<file path="src/rtl/lsu_pkg.sv">
// Shared definitions for the load/store controller: func3 codes, FSM states
// and access-size helpers.
package lsu_pkg;

  localparam logic [2:0] F3_B  = 3'b000;
  localparam logic [2:0] F3_H  = 3'b001;
  localparam logic [2:0] F3_W  = 3'b010;
  localparam logic [2:0] F3_BU = 3'b100;
  localparam logic [2:0] F3_HU = 3'b101;

  typedef enum logic [2:0] {IDLE, REQ0, WAIT0, REQ1, WAIT1, RESP} lsu_state_t;

  // size code is func3[1:0]; 2'b11 only occurs on illegal requests
  function automatic logic [2:0] size_bytes(input logic [1:0] szc);
    case (szc)
      2'b00:   return 3'd1;
      2'b01:   return 3'd2;
      default: return 3'd4;
    endcase
  endfunction

  function automatic logic [3:0] size_mask(input logic [1:0] szc);
    case (szc)
      2'b00:   return 4'b0001;
      2'b01:   return 4'b0011;
      default: return 4'b1111;
    endcase
  endfunction

  function automatic logic f3_legal(input logic we, input logic [2:0] f3);
    if (we) return (f3 == F3_B) || (f3 == F3_H) || (f3 == F3_W);
    return (f3 == F3_B) || (f3 == F3_H) || (f3 == F3_W) ||
           (f3 == F3_BU) || (f3 == F3_HU);
  endfunction

endpackage

</file>
<file path="src/rtl/lsu_ctrl_if.sv">
// Execute-side request, data-memory port and writeback completion bundle.
interface lsu_ctrl_if;
  logic        req_valid;
  logic        req_ready;
  logic        req_we;
  logic [2:0]  req_func3;
  logic [31:0] req_addr;
  logic [31:0] req_wdata;
  logic [4:0]  req_rd;

  logic        mem_req;
  logic        mem_we;
  logic [31:0] mem_addr;
  logic [3:0]  mem_wstrb;
  logic [31:0] mem_wdata;
  logic        mem_gnt;
  logic        mem_rvalid;
  logic [31:0] mem_rdata;

  logic        resp_valid;
  logic [4:0]  resp_rd;
  logic [31:0] resp_data;
  logic        resp_err;

  // master: the controller; slave: execute stage + memory + writeback
  modport master (
    input  req_valid, req_we, req_func3, req_addr, req_wdata, req_rd,
           mem_gnt, mem_rvalid, mem_rdata,
    output req_ready, mem_req, mem_we, mem_addr, mem_wstrb, mem_wdata,
           resp_valid, resp_rd, resp_data, resp_err
  );

  modport slave (
    output req_valid, req_we, req_func3, req_addr, req_wdata, req_rd,
           mem_gnt, mem_rvalid, mem_rdata,
    input  req_ready, mem_req, mem_we, mem_addr, mem_wstrb, mem_wdata,
           resp_valid, resp_rd, resp_data, resp_err
  );
endinterface

</file>
<file path="src/rtl/lsu_ctrl_load_ext.sv">
// Load result extension: picks byte/half/word from the merged word and
// sign- or zero-extends it; illegal func3 yields zero.
module load_ext
  import lsu_pkg::*;
(
  input  logic [2:0]  func3,
  input  logic [31:0] din,
  output logic [31:0] dout
);
  always_comb begin
    dout = '0;
    case (func3)
      F3_B:    dout = {{24{din[7]}}, din[7:0]};
      F3_H:    dout = {{16{din[15]}}, din[15:0]};
      F3_W:    dout = din;
      F3_BU:   dout = {24'b0, din[7:0]};
      F3_HU:   dout = {16'b0, din[15:0]};
      default: dout = '0;
    endcase
  end
endmodule

</file>
<file path="src/rtl/lsu_ctrl.sv">
// Load/store sequencer: one request in, one or two word accesses out,
// one completion back. All outputs come straight from flops.
module lsu_ctrl
  import lsu_pkg::*;
(
  input  logic       clk,
  input  logic       rst_n,
  lsu_ctrl_if.master bus
);
  lsu_state_t  state_q, state_n;
  logic [31:0] addr_q, wdata_q, rdata0_q, rdata1_q;
  logic [2:0]  f3_q;
  logic        we_q;
  logic [4:0]  rd_q;

  logic        ready_q, mreq_q, mwe_q, rvld_q, rerr_q;
  logic [31:0] maddr_q, mwdata_q, rdata_q;
  logic [3:0]  mstrb_q;
  logic [4:0]  rrd_q;

  logic        idle, accept, legal, split;
  logic [31:0] a_addr, a_wdata, base, rd0_n, rd1_n, merged, ext;
  logic [2:0]  a_f3, sz;
  logic        a_we;
  logic [4:0]  a_rd;
  logic [1:0]  off;
  logic [63:0] lanes;
  logic [7:0]  strb8;
  logic [55:0] pair;

  // In IDLE the incoming request is the one being decoded, so the first
  // access's outputs can be registered on the accept edge itself.
  always_comb begin
    idle    = (state_q == IDLE);
    accept  = idle && bus.req_valid;
    a_addr  = idle ? bus.req_addr  : addr_q;
    a_wdata = idle ? bus.req_wdata : wdata_q;
    a_f3    = idle ? bus.req_func3 : f3_q;
    a_we    = idle ? bus.req_we    : we_q;
    a_rd    = idle ? bus.req_rd    : rd_q;
    off     = a_addr[1:0];
    sz      = size_bytes(a_f3[1:0]);
    split   = ({2'b00, off} + {1'b0, sz}) > 4'd4;
    legal   = f3_legal(a_we, a_f3);
    base    = {a_addr[31:2], 2'b00};
    lanes   = {32'b0, a_wdata} << {off, 3'b000};
    strb8   = {4'b0000, size_mask(a_f3[1:0])} << off;
  end

  // Forward read data arriving this cycle so the response sees it on the
  // same edge the FSM moves into RESP.
  always_comb begin
    rd0_n = (state_q == WAIT0 && bus.mem_rvalid) ? bus.mem_rdata : rdata0_q;
    rd1_n = (state_q == WAIT1 && bus.mem_rvalid) ? bus.mem_rdata : rdata1_q;
    pair  = split ? {rd1_n[23:0], rd0_n} : {24'b0, rd0_n};
    case (off)
      2'd0:    merged = pair[31:0];
      2'd1:    merged = pair[39:8];
      2'd2:    merged = pair[47:16];
      default: merged = pair[55:24];
    endcase
  end

  load_ext u_ext (.func3(a_f3), .din(merged), .dout(ext));

  always_comb begin
    state_n = state_q;
    case (state_q)
      IDLE:  if (accept) state_n = legal ? REQ0 : RESP;
      REQ0:  if (bus.mem_gnt) state_n = !a_we ? WAIT0 : (split ? REQ1 : RESP);
      WAIT0: if (bus.mem_rvalid) state_n = split ? REQ1 : RESP;
      REQ1:  if (bus.mem_gnt) state_n = a_we ? RESP : WAIT1;
      WAIT1: if (bus.mem_rvalid) state_n = RESP;
      RESP:  state_n = IDLE;
      default: state_n = IDLE;
    endcase
  end

  always_ff @(posedge clk) begin
    if (!rst_n) begin
      state_q  <= IDLE;
      addr_q   <= '0;
      wdata_q  <= '0;
      f3_q     <= '0;
      we_q     <= 1'b0;
      rd_q     <= '0;
      rdata0_q <= '0;
      rdata1_q <= '0;
      ready_q  <= 1'b1;
      mreq_q   <= 1'b0;
      mwe_q    <= 1'b0;
      maddr_q  <= '0;
      mstrb_q  <= '0;
      mwdata_q <= '0;
      rvld_q   <= 1'b0;
      rrd_q    <= '0;
      rdata_q  <= '0;
      rerr_q   <= 1'b0;
    end else begin
      state_q  <= state_n;
      rdata0_q <= rd0_n;
      rdata1_q <= rd1_n;
      ready_q  <= (state_n == IDLE);
      if (accept) begin
        addr_q  <= bus.req_addr;
        wdata_q <= bus.req_wdata;
        f3_q    <= bus.req_func3;
        we_q    <= bus.req_we;
        rd_q    <= bus.req_rd;
      end
      // Request fields are recomputed from latched state every cycle, so they
      // stay constant while waiting for a grant.
      case (state_n)
        REQ0: begin
          mreq_q   <= 1'b1;
          mwe_q    <= a_we;
          maddr_q  <= base;
          mstrb_q  <= a_we ? strb8[3:0] : 4'b0000;
          mwdata_q <= a_we ? lanes[31:0] : 32'b0;
        end
        REQ1: begin
          mreq_q   <= 1'b1;
          mwe_q    <= a_we;
          maddr_q  <= base + 32'd4;
          mstrb_q  <= a_we ? strb8[7:4] : 4'b0000;
          mwdata_q <= a_we ? lanes[63:32] : 32'b0;
        end
        default: begin
          mreq_q   <= 1'b0;
          mwe_q    <= 1'b0;
          maddr_q  <= '0;
          mstrb_q  <= '0;
          mwdata_q <= '0;
        end
      endcase
      if (state_n == RESP) begin
        rvld_q  <= 1'b1;
        rerr_q  <= !legal;
        rrd_q   <= a_we ? 5'd0 : a_rd;
        rdata_q <= (!legal || a_we) ? 32'b0 : ext;
      end else begin
        rvld_q  <= 1'b0;
        rerr_q  <= 1'b0;
        rrd_q   <= '0;
        rdata_q <= '0;
      end
    end
  end

  assign bus.req_ready  = ready_q;
  assign bus.mem_req    = mreq_q;
  assign bus.mem_we     = mwe_q;
  assign bus.mem_addr   = maddr_q;
  assign bus.mem_wstrb  = mstrb_q;
  assign bus.mem_wdata  = mwdata_q;
  assign bus.resp_valid = rvld_q;
  assign bus.resp_rd    = rrd_q;
  assign bus.resp_data  = rdata_q;
  assign bus.resp_err   = rerr_q;

endmodule

</file>
<file path="src/flat_wrapper.sv">
// flat-port wrapper written by rule: the top's interface ports become plain ports
module lsu_ctrl_flat import lsu_pkg::*;
  (clk, rst_n, bus_req_valid, bus_req_we, bus_req_func3, bus_req_addr, bus_req_wdata, bus_req_rd, bus_mem_gnt, bus_mem_rvalid, bus_mem_rdata, bus_req_ready, bus_mem_req, bus_mem_we, bus_mem_addr, bus_mem_wstrb, bus_mem_wdata, bus_resp_valid, bus_resp_rd, bus_resp_data, bus_resp_err);
  lsu_ctrl_if bus_i ();
  input  logic clk;
  input  logic rst_n;
  input wire logic [$bits(bus_i.req_valid)-1:0] bus_req_valid;
  input wire logic [$bits(bus_i.req_we)-1:0] bus_req_we;
  input wire logic [$bits(bus_i.req_func3)-1:0] bus_req_func3;
  input wire logic [$bits(bus_i.req_addr)-1:0] bus_req_addr;
  input wire logic [$bits(bus_i.req_wdata)-1:0] bus_req_wdata;
  input wire logic [$bits(bus_i.req_rd)-1:0] bus_req_rd;
  input wire logic [$bits(bus_i.mem_gnt)-1:0] bus_mem_gnt;
  input wire logic [$bits(bus_i.mem_rvalid)-1:0] bus_mem_rvalid;
  input wire logic [$bits(bus_i.mem_rdata)-1:0] bus_mem_rdata;
  output wire logic [$bits(bus_i.req_ready)-1:0] bus_req_ready;
  output wire logic [$bits(bus_i.mem_req)-1:0] bus_mem_req;
  output wire logic [$bits(bus_i.mem_we)-1:0] bus_mem_we;
  output wire logic [$bits(bus_i.mem_addr)-1:0] bus_mem_addr;
  output wire logic [$bits(bus_i.mem_wstrb)-1:0] bus_mem_wstrb;
  output wire logic [$bits(bus_i.mem_wdata)-1:0] bus_mem_wdata;
  output wire logic [$bits(bus_i.resp_valid)-1:0] bus_resp_valid;
  output wire logic [$bits(bus_i.resp_rd)-1:0] bus_resp_rd;
  output wire logic [$bits(bus_i.resp_data)-1:0] bus_resp_data;
  output wire logic [$bits(bus_i.resp_err)-1:0] bus_resp_err;
  assign bus_i.req_valid = bus_req_valid;
  assign bus_i.req_we = bus_req_we;
  assign bus_i.req_func3 = bus_req_func3;
  assign bus_i.req_addr = bus_req_addr;
  assign bus_i.req_wdata = bus_req_wdata;
  assign bus_i.req_rd = bus_req_rd;
  assign bus_i.mem_gnt = bus_mem_gnt;
  assign bus_i.mem_rvalid = bus_mem_rvalid;
  assign bus_i.mem_rdata = bus_mem_rdata;
  assign bus_req_ready = bus_i.req_ready;
  assign bus_mem_req = bus_i.mem_req;
  assign bus_mem_we = bus_i.mem_we;
  assign bus_mem_addr = bus_i.mem_addr;
  assign bus_mem_wstrb = bus_i.mem_wstrb;
  assign bus_mem_wdata = bus_i.mem_wdata;
  assign bus_resp_valid = bus_i.resp_valid;
  assign bus_resp_rd = bus_i.resp_rd;
  assign bus_resp_data = bus_i.resp_data;
  assign bus_resp_err = bus_i.resp_err;
  lsu_ctrl u_core (.clk(clk), .rst_n(rst_n), .bus(bus_i));
endmodule
</file>
<file path="config.mk">
export PLATFORM = sky130hd
export DESIGN_NAME = lsu_ctrl_flat
export DESIGN_NICKNAME = d
export VERILOG_FILES = /design/src/rtl/lsu_pkg.sv /design/src/rtl/lsu_ctrl_if.sv /design/src/rtl/lsu_ctrl_load_ext.sv /design/src/rtl/lsu_ctrl.sv /design/src/flat_wrapper.sv
export SDC_FILE = /design/constraint.sdc
export NUM_CORES = 1
export LEC_CHECK = 0
export BUFFER_PORTS_ARGS = -buffer_cell sky130_fd_sc_hd__buf_2
export CORE_MARGIN = 1
export CORE_UTILIZATION = 57
export DETAILED_ROUTE_END_ITERATION = 10
export PLACE_DENSITY = 0.8
export SYNTH_ARGS = -nofsm -noshare
export SYNTH_HDL_FRONTEND = slang
export SYNTH_SLANG_ARGS = --single-unit
</file>
<file path="constraint.sdc">
create_clock -name clk -period 10 [get_ports clk]
set_input_delay 2 -clock clk [delete_from_list [all_inputs] [get_ports clk]]
set_output_delay 2 -clock clk [all_outputs]
set_load 0.005 [all_outputs]
</file>
==> metrics.md, run 1 <==
| Metric | Value |
|---|---|
| Routed Antenna Nets | `0` |
| Core Area | `between 20000 and 25000 µm²` |
| Leakage power | `~5.7 nW` |
| Post-route setup TNS | `0 ns` |
| Max Clock Skew | `between 0.01 and 0.015 ns` |
| CP Capture Type | `flip-flop` |
| N_diodes | `0` |
| Hold Crit Class | `reg2reg` |
| Unrepaired setup endpoints after global routing | `no` |
| Die X | `between 100 and 150 µm` |
| Clock Root Buffer | `clkbuf_16` |
| Status | `completed` |
| Max Cap Violations | `0` |
| Final min period | `6.06 ns` |
| Site Rows | `52` |
| Final nets | `about 1700` |
| # resized after CTS | `0` |
| Slew @ Worst Pin | `roughly 1.3 ns` |
| GRT Total Usage | `roughly a third` |
| Cell taking the most area after synthesis | `dfxtp_1` |
| CTS sink cnt | `240` |
| DIE AREA | `around 21000 µm²` |
| Post-synth EDFFs | `0` |
| FF+latch count, synth | `240` |
| GPL Wtd Cong | `around 0.91` |
| Final period utilization | `a little over 60%` |
| Worst Path Required | `approximately 10 ns` |
| CP most frequent cell | `buf_4` |
| Vias in the first global route | `between 10000 and 15000` |
| Setup Fix Bufs, Post-CTS | `0` |
| Worst-path fanout max | `70` |
| DR pass1 iterations | `6` |
| Placed Cells | `approximately 1800` |
| CTS buffer count | `26` |
| Number of remaining DRC errors | `0` |
| HPWL reported at the end of detailed placement | `roughly 24 mm` |
| Post-Syn Area per Cell | `around 8 µm²` |
| Mean routed wirelength per cell | `around 19 µm` |
| Grt ovf | `0` |
| Final WL | `35.8 mm` |
| Layout cell share with drive strength beyond 1 | `between 20% and 30%` |
| Register area share after synthesis | `about two fifths` |
| Port Buf Inserts | `217` |
| Final setup fails | `0` |
| Max Slew Vio Count | `0` |
| Largest net degree at the start of global routing | `about 90` |
| Post-route insts no fill | `1888` |
| Post-synth top area share | `about two fifths` |
| WP data arrival | `approximately 6.5 ns` |
| Design area | `between 10000 and 15000 µm²` |
| Initial core utilization | `about three fifths` |
| Post-CTS Hold Fix Bufs | `0` |
| Area of the multi-input gates | `between 6000 and 7000 µm²` |
| Relative slew slack | `~13%` |
| First-pass GRT wire length | `about 55 mm` |
| H-tree levels | `1` |
| Fin worst setup slack | `about 3.9 ns` |
| Mapped Area | `about 12000 µm²` |
| Synth area leaders | `dfxtp_1 (41%), mux2i_1 (12%), nand2_1 (9.2%)` |
| Main flop type after synthesis | `dfxtp_1` |
| VDD IR-drop max | `between 0.1 and 0.15 mV` |
| CP Launch Type | `flip-flop` |
| Crit path cell chain | `nor3_4, buf_4, buf_4, mux2_2, buf_4, ha_1, inv_1, fa_1, nand2b_1, a221o_1, a21oi_1, o22a_1, buf_4, nand3_2, a211oi_1` |
| Power Dens Cells | `~220 nW/µm²` |
| Hold Worst Slack | `around 0.46 ns` |
| Clock-pin slew on the worst setup and hold paths | `around 0.06 ns` |
| Fmax achieved | `~170 MHz` |
| Delay-heaviest family, CP | `buffers and inverters` |
| Number of distinct library cells after synthesis | `73` |
| Vias/cell | `6.09` |
| Pre-CTS WS | `~3.6 ns` |
| Fillers | `approximately 1700` |
| Placed Area | `12900 µm²` |
| Synth Warn # | `0` |
| Initial antenna violation count | `0` |
| Area grow syn2layout | `17.6%` |
| DRT iter0 DRCs | `about 1100` |
| Syn Inst Count | `roughly 1500` |
| Sequential cell area | `between 4000 and 5000 µm²` |
| Die boundary height | `146 µm` |
| Crit path kind | `reg2reg` |
| Final Hold Fails | `0` |
| IO Pins | `between 200 and 250` |
| Worst skew pair latency | `0.53 ns` |
| Asr flop ratio synth | `0%` |
| Critical-path top delay cell | `buf_4` |
| DR vias | `~11000` |
| Maximum number of buffers from clock root to sink | `3` |
| Worst R2R Setup Slack | `slightly below 4 ns` |
| CTS tree | `built` |
| CP bufs+invs | `5` |
| Crit-path max cell delay | `a little over 0.7 ns` |
## registers in the layout, indices dropped and copies added, names as in the netlist, 4 cells and up
signal and flops:
u_core.addr_q 32, u_core.bus.mem_wdata 32, u_core.bus.resp_data 32, u_core.rdata0_q 32, u_core.wdata_q 32, u_core.bus.mem_addr 30, u_core.rdata1_q 24, u_core.bus.resp_rd 5
u_core.rd_q 5, u_core.bus.mem_wstrb 4
## through the flow
step                      util [%]  power, W
after floorplan                  -   0.00167
after detailed placement      63.6   0.00189
after global routing          68.5   0.00310
after CTS                     68.5   0.00298
after global placement        63.6   0.00188
final                         68.5   0.00299
## cells in the mapped netlist (5+ instances only)
library cell and instances:
nand2_1 291, dfxtp_1 240, a21oi_1 179, mux2i_1 136
nor2_1 93, clkbuf_1 77, nand4_1 38, nand3_1 35
o22ai_1 25, buf_2 23, o21ai_0 23, nor3_1 22
a31oi_1 19, nor2b_1 19, a211oi_1 17, mux2_2 15
and2_1 14, buf_1 11, or3_1 11, xor2_1 11
a21o_1 10, inv_1 10, o2111ai_1 10, xnor2_1 10
a31o_2 8, a32oi_1 8, buf_4 7, o31ai_1 7
a22oi_1 6, and3_1 6, nand2b_1 5, nor4_1 5
## worst paths after layout
kind / from / end / cells after the start
worst min register to register: u_core.rd_q[3] / u_core.rd_q[3] / 2
worst max-delay path: u_core.state_q[0] / u_core.bus.mem_wstrb[3] / 15
worst max register to register: u_core.state_q[0] / u_core.bus.mem_wstrb[3] / 15
worst min-delay path: u_core.rd_q[3] / u_core.rd_q[3] / 2
## final cells by class
cell class	instances	area share [%]
multi-input cells	1087	46.9
flip-flops and latches	240	34.6
repair buffers	232	8.62
clock buffers	34	5.48
well taps	270	2.43
clock inverters	13	1.64
inverters	12	0.333
## routing by layer
metal,global-route usage (%),part of all wire [%],vias to the layer above
li1,-,-,5431
met1,42.5,42,5402
met2,53.0,46,558
met3,4.11,7.4,102
met4,14.5,4.4,0
met5,0,0,-
## worst reg2reg max path, cell delays in order (launching register included)
cell and delay [ns]:
dfxtp_1 0.52, nor3_4 0.35, buf_4 0.52, buf_4 0.71
mux2_2 0.33, buf_4 0.53, ha_1 0.30, inv_1 0.06
fa_1 0.49, nand2b_1 0.10, a221o_1 0.37, a21oi_1 0.25
o22a_1 0.58, buf_4 0.39, nand3_2 0.25, a211oi_1 0.24
## logic make-up after synthesis
group                    count (synthesis)  synth area share (%)
AO/OA/AOI/OAI                          345                  17.9
flip-flops                             240                  40.7
adder cells (fa/ha/maj)                  5                 0.593
XOR/XNOR                                21                  1.56
other                                    1                0.0317
buffers and inverters                  130                  4.60
multiplexers                           151                  13.0
AND/OR/NAND/NOR                        563                  21.7
## layout by cell type (no fill, tap or decap), types with 23 or more instances in the layout
cell,netlist,layout
clkbuf_16,0,27
nand3_1,35,35
a21oi_1,179,179
nand4_1,38,38
buf_2,23,217
o22ai_1,25,25
mux2i_1,136,135
nor2_1,93,92
nand2_1,291,291
o21ai_0,23,23
dfxtp_1,240,240
## report_power, final
group          internal, W  total, W  switching (W)  leakage, nW
logic             0.000272  0.000824       0.000552         3.30
clock network     0.000691   0.00109       0.000404        0.483
registers          0.00102   0.00107      0.0000496         1.95
No activity file was read; power rests on OpenSTA's default activity.
==> inputs of run 2 (changes only) <==
- ABC_AREA: default -> 1
- PLACE_DENSITY: 0.8 -> 0.79
- clock period: 10 -> 5.79 ns (I/O delays scaled with it)
==> run 2 against run 1 <==
Net effect: final cell count is 29% higher; worst hold slack lost 0.011 ns; via count grew 18%; combinational power grew to 4.9 times the previous value; fmax up 37%; synthesized cell count grew 37%; sequential share of layout area down 1.6 points; clock power grew 66%; sequential power rose by 98%; worst setup slack got worse by 2.6 ns; synthesized area rose by 6.6%; critical endpoint is now u_core.bus.resp_data[7]; largest cell class unchanged.
==> metrics.md, run 2 <==
| Metric | Value |
|---|---|
| GPL Wtd Cong | `0.970 (was 0.909)` |
| Placed Cells | `2387 (was 1841)` |
| Die X | `151 µm (was 146 µm)` |
| Design area | `14600 µm² (was 13900 µm²)` |
| Status | `completed (unchanged)` |
| H-tree levels | `1 (unchanged)` |
| Hold Crit Class | `reg2reg (unchanged)` |
| Port Buf Inserts | `217 (unchanged)` |
| CP bufs+invs | `1 (was 5)` |
| First-pass GRT wire length | `63.2 mm (was 55.4 mm)` |
| Placed Area | `13600 µm² (was 12900 µm²)` |
| Initial core utilization | `57.9% (was 58.2%)` |
| FF+latch count, synth | `240 (unchanged)` |
| Hold Worst Slack | `0.446 ns (was 0.457 ns)` |
| Initial antenna violation count | `4 (was 0)` |
| Fillers | `2062 (was 1713)` |
| Met3 usage | `6.09% (was 4.11%)` |
| IO Pins | `220 (unchanged)` |
| Clock-pin slew on the worst setup and hold paths | `0.06 ns (about the same)` |
| Synth area leaders | `dfxtp_1 (38%), nand2_1 (17%), nor2_1 (7.2%) (was dfxtp_1 (41%), mux2i_1 (12%), nand2_1 (9.2%))` |
| CTS buffer count | `27 (was 26)` |
| CP most frequent cell | `nand2_2 (was buf_4)` |
| Setup Fix Bufs, Post-CTS | `0 (unchanged)` |
| Origin of the critical flop-to-flop path | `u_core.state_q[0] (unchanged)` |
| Crit path to | `u_core.bus.resp_data[7] (was u_core.bus.mem_wstrb[3])` |
| Commonest non-fill, non-tap cell in the layout | `nand2_1 (unchanged)` |
| Fmax achieved | `226 MHz (was 165 MHz)` |
| Clock Root Buffer | `clkbuf_16 (unchanged)` |
| Met1 Track Usage GR | `47.8% (was 42.5%)` |
| Critical-path top delay cell | `nand3_2 (was buf_4)` |
| Post-route insts no fill | `2436 (was 1888)` |
| Post-CTS Hold Fix Bufs | `0 (unchanged)` |
| Final setup fails | `0 (unchanged)` |
| Grt ovf | `0 (unchanged)` |
| Top cells by count, synth | `nand2_1 (584), nor2_1 (242), dfxtp_1 (240), nand3_1 (170), inv_1 (164) (was nand2_1 (291), dfxtp_1 (240), a21oi_1 (179), mux2i_1 (136), nor2_1 (93))` |
| Core Area | `21800 µm² (was 20300 µm²)` |
| Synth Warn # | `0 (unchanged)` |
| Psw | `0.00380 W (was 0.00101 W)` |
| Die boundary height | `151 µm (was 146 µm)` |
| WP data arrival | `4.86 ns (was 6.51 ns)` |
| Power Dens Cells | `546 nW/µm² (was 215 nW/µm²)` |
| Delay-heaviest family, CP | `simple AND/OR/NAND/NOR gates (was buffers and inverters)` |
| Global route hottest layer | `met2 (unchanged)` |
| Sw Share | `47.7% (was 33.6%)` |
| HPWL reported at the end of detailed placement | `28.4 mm (was 24.2 mm)` |
| CTS sink cnt | `240 (unchanged)` |
| Register area share after synthesis | `38.2% (was 40.7%)` |
| DRT iter0 DRCs | `1401 (was 1056)` |
| Total Power | `0.00795 W (was 0.00299 W)` |
| Crit path cell chain | `nor2_4, nand2_4, nand2_1, nand2_2, nor2_1, ha_1, inv_1, fa_1, nand2_1, a21oi_1, nand2_2, nand2_4, nand2_2, nand3_1, nand2_2, nor2_4, nand3_2, nor2_1 (was nor3_4, buf_4, buf_4, mux2_2, buf_4, ha_1, inv_1, fa_1, nand2b_1, a221o_1, a21oi_1, o22a_1, buf_4, nand3_2, a211oi_1)` |
| Syn Inst Count | `1995 (was 1456)` |
| Routed Antenna Nets | `0 (unchanged)` |
| Site Rows | `54 (was 52)` |
| Leakage power | `6.68 nW (was 5.73 nW)` |
| DR vias | `13500 (was 11500)` |
| Post-synth top area share | `38.2% (was 40.7%)` |
| Max Clock Skew | `0.0152 ns (was 0.0143 ns)` |
| Clock network fraction of design power | `22.7% (was 36.6%)` |
| Post-route setup TNS | `0 ns (unchanged)` |
| Vias/cell | `5.55 (was 6.09)` |
| CP Capture Type | `flip-flop (unchanged)` |
| Mapped Area | `12600 µm² (was 11800 µm²)` |
| DR pass1 iterations | `6 (unchanged)` |
| CP Launch Type | `flip-flop (unchanged)` |
| Number of remaining DRC errors | `0 (unchanged)` |
| P_int | `0.00415 W (was 0.00198 W)` |
| DIE AREA | `22700 µm² (was 21300 µm²)` |
| Worst R2R End | `u_core.bus.resp_data[7] (was u_core.bus.mem_wstrb[3])` |
| Final period utilization | `76.4% (was 60.6%)` |
| Post-Syn Area per Cell | `6.31 µm² (was 8.11 µm²)` |
| Worst-path fanout max | `49 (was 70)` |
| Main flop type after synthesis | `dfxtp_1 (unchanged)` |
| Logic pwr share | `50.6% (was 27.6%)` |
| # resized after CTS | `0 (unchanged)` |
| Worst R2R Setup Slack | `1.37 ns (was 3.94 ns)` |
| Mean routed wirelength per cell | `16.8 µm (was 18.9 µm)` |
| Max Cap Violations | `0 (unchanged)` |
| Final min period | `4.42 ns (was 6.06 ns)` |
| Final nets | `2251 (was 1714)` |
| CTS tree | `built (unchanged)` |
| Cell taking the most area after synthesis | `dfxtp_1 (unchanged)` |
| Worst skew pair latency | `0.53 ns (about the same)` |
| Post-synth EDFFs | `0 (unchanged)` |
| Critical path depth | `18 (was 15)` |
| Area grow syn2layout | `15.8% (was 17.6%)` |
| Maximum number of buffers from clock root to sink | `3 (unchanged)` |
| Vias in the first global route | `12000 (was 10600)` |
| Worst Reg-to-Reg Cells | `18 (was 15)` |
| Asr flop ratio synth | `0% (unchanged)` |
| Crit path kind | `reg2reg (unchanged)` |
| VDD IR-drop max | `0.454 mV (was 0.137 mV)` |
| GRT Total Usage | `35.6% (was 32.3%)` |
| Crit-path max cell delay | `0.61 ns (was 0.71 ns)` |
| Sequential power share | `26.7% (was 35.8%)` |
| Final WL | `41.0 mm (was 35.8 mm)` |
| Worst Path Required | `6.23 ns (was 10.45 ns)` |
| GRT met2 Usage | `55.9% (was 53.0%)` |
| Number of distinct library cells after synthesis | `43 (was 73)` |
| Relative slew slack | `26.6% (was 12.7%)` |
| Max Slew Vio Count | `0 (unchanged)` |
| Final Hold Fails | `0 (unchanged)` |
| Largest net degree at the start of global routing | `107 (was 91)` |
| Unrepaired setup endpoints after global routing | `no (unchanged)` |
| Commonest non-fill, non-tap cells in the layout | `nand2_1 (583), nor2_1 (242), dfxtp_1 (240), buf_2 (217), nand3_1 (170) (was nand2_1 (291), dfxtp_1 (240), buf_2 (217), a21oi_1 (179), mux2i_1 (135))` |
| Count leader, synth | `nand2_1 (unchanged)` |
| Slew @ Worst Pin | `1.10 ns (was 1.30 ns)` |
| CP Launch Point | `u_core.state_q[0] (unchanged)` |
| Layout cell share with drive strength beyond 1 | `15.3% (was 20.1%)` |
## run 2: cell types whose count changed after synthesis, sizes merged, moves of 23 or more
cell   previous run  this run
nand2           292       593
inv              12       174
nor2             93       252
o21ai            26       184
mux2i           136         0
nand3            36       172
nand4            39         7
a21oi           180       149
o22ai            26         1
buf              41        64
## run 2: cell families (layout without fill, tap and decap cells)
logic type                 after synthesis  after routing  share of synthesized area [%]
other                                    1              4                         0.0298
adders and majority gates                5              5                          0.557
DFF                                    240            240                           38.2
and+or+nand+nor                       1073           1073                           35.5
buffers and inverters                  302            460                           9.94
AOI/OAI and AO/OA                      372            372                           15.7
xor gates and xnor gates                 2              2                          0.139
## run 2: layout make-up
cell class / instances / area [µm²] / area share (%)
inverters: 175 / 659 / 4.52
clock inverters: 14 / 189 / 1.30
multi-input cells: 1454 / 6580 / 45.1
diodes: 2 / 5.00 / 0.0343
clock buffers: 33 / 748 / 5.13
well taps: 280 / 350 / 2.40
flip-flops and latches: 240 / 4800 / 33.0
repair buffers: 238 / 1240 / 8.53
## run 2: how the worst min path moves through the flow
stage | startpoint | slack (ns) | end | cells past startpoint
final | u_core.addr_q[6] | 0.45 | u_core.addr_q[6] | 2
after global routing | u_core.wdata_q[3] | 0.47 | u_core.wdata_q[3] | 2
after CTS | u_core.addr_q[18] | 0.45 | u_core.addr_q[18] | 2
after detailed placement | u_core.addr_q[18] | 0.44 | u_core.addr_q[18] | 2
after global placement | u_core.addr_q[6] | 0.43 | u_core.addr_q[6] | 2
after floorplan | u_core.addr_q[10] | 0.42 | u_core.addr_q[10] | 2
## run 2: worst register-to-register path, cell delays in order (launching register included)
cell and delay [ns]:
dfxtp_1 0.36, nor2_4 0.16, nand2_4 0.31, nand2_1 0.23, nand2_2 0.14, nor2_1 0.19
ha_1 0.20, inv_1 0.06, fa_1 0.48, nand2_1 0.08, a21oi_1 0.16, nand2_2 0.09
nand2_4 0.25, nand2_2 0.11, nand3_1 0.18, nand2_2 0.11, nor2_4 0.32, nand3_2 0.62
nor2_1 0.29
## run 2: power groups by stage
| stage | clock, W | combinational (W) | sequential, W |
|---|---|---|---|
| 2_1_floorplan | 0 | 0.00286 | 0.00212 |
| 3_3_place_gp | 0 | 0.00384 | 0.00215 |
| 3_5_place_dp | 0 | 0.00390 | 0.00215 |
| 4_1_cts | 0.00182 | 0.00393 | 0.00212 |
| 5_1_grt | 0.00189 | 0.00445 | 0.00215 |
| 6_report | 0.00181 | 0.00402 | 0.00212 |
## run 2: layer usage
| layer | up-vias | wire length, µm |
|---|---|---|
| met5 | - | 13 |
| met4 | 2 | 1690 |
| met3 | 103 | 3730 |
| met2 | 653 | 18700 |
| met1 | 6099 | 16800 |
| li1 | 6661 | - |
## run 2: stage by stage
step                util (%)  setup WS (ns)
CTS                     67.0           1.45
global route            67.0          0.937
finish                  67.0           1.37
floorplan                  -           2.11
detailed placement      62.7           1.08
global placement        62.7           1.26
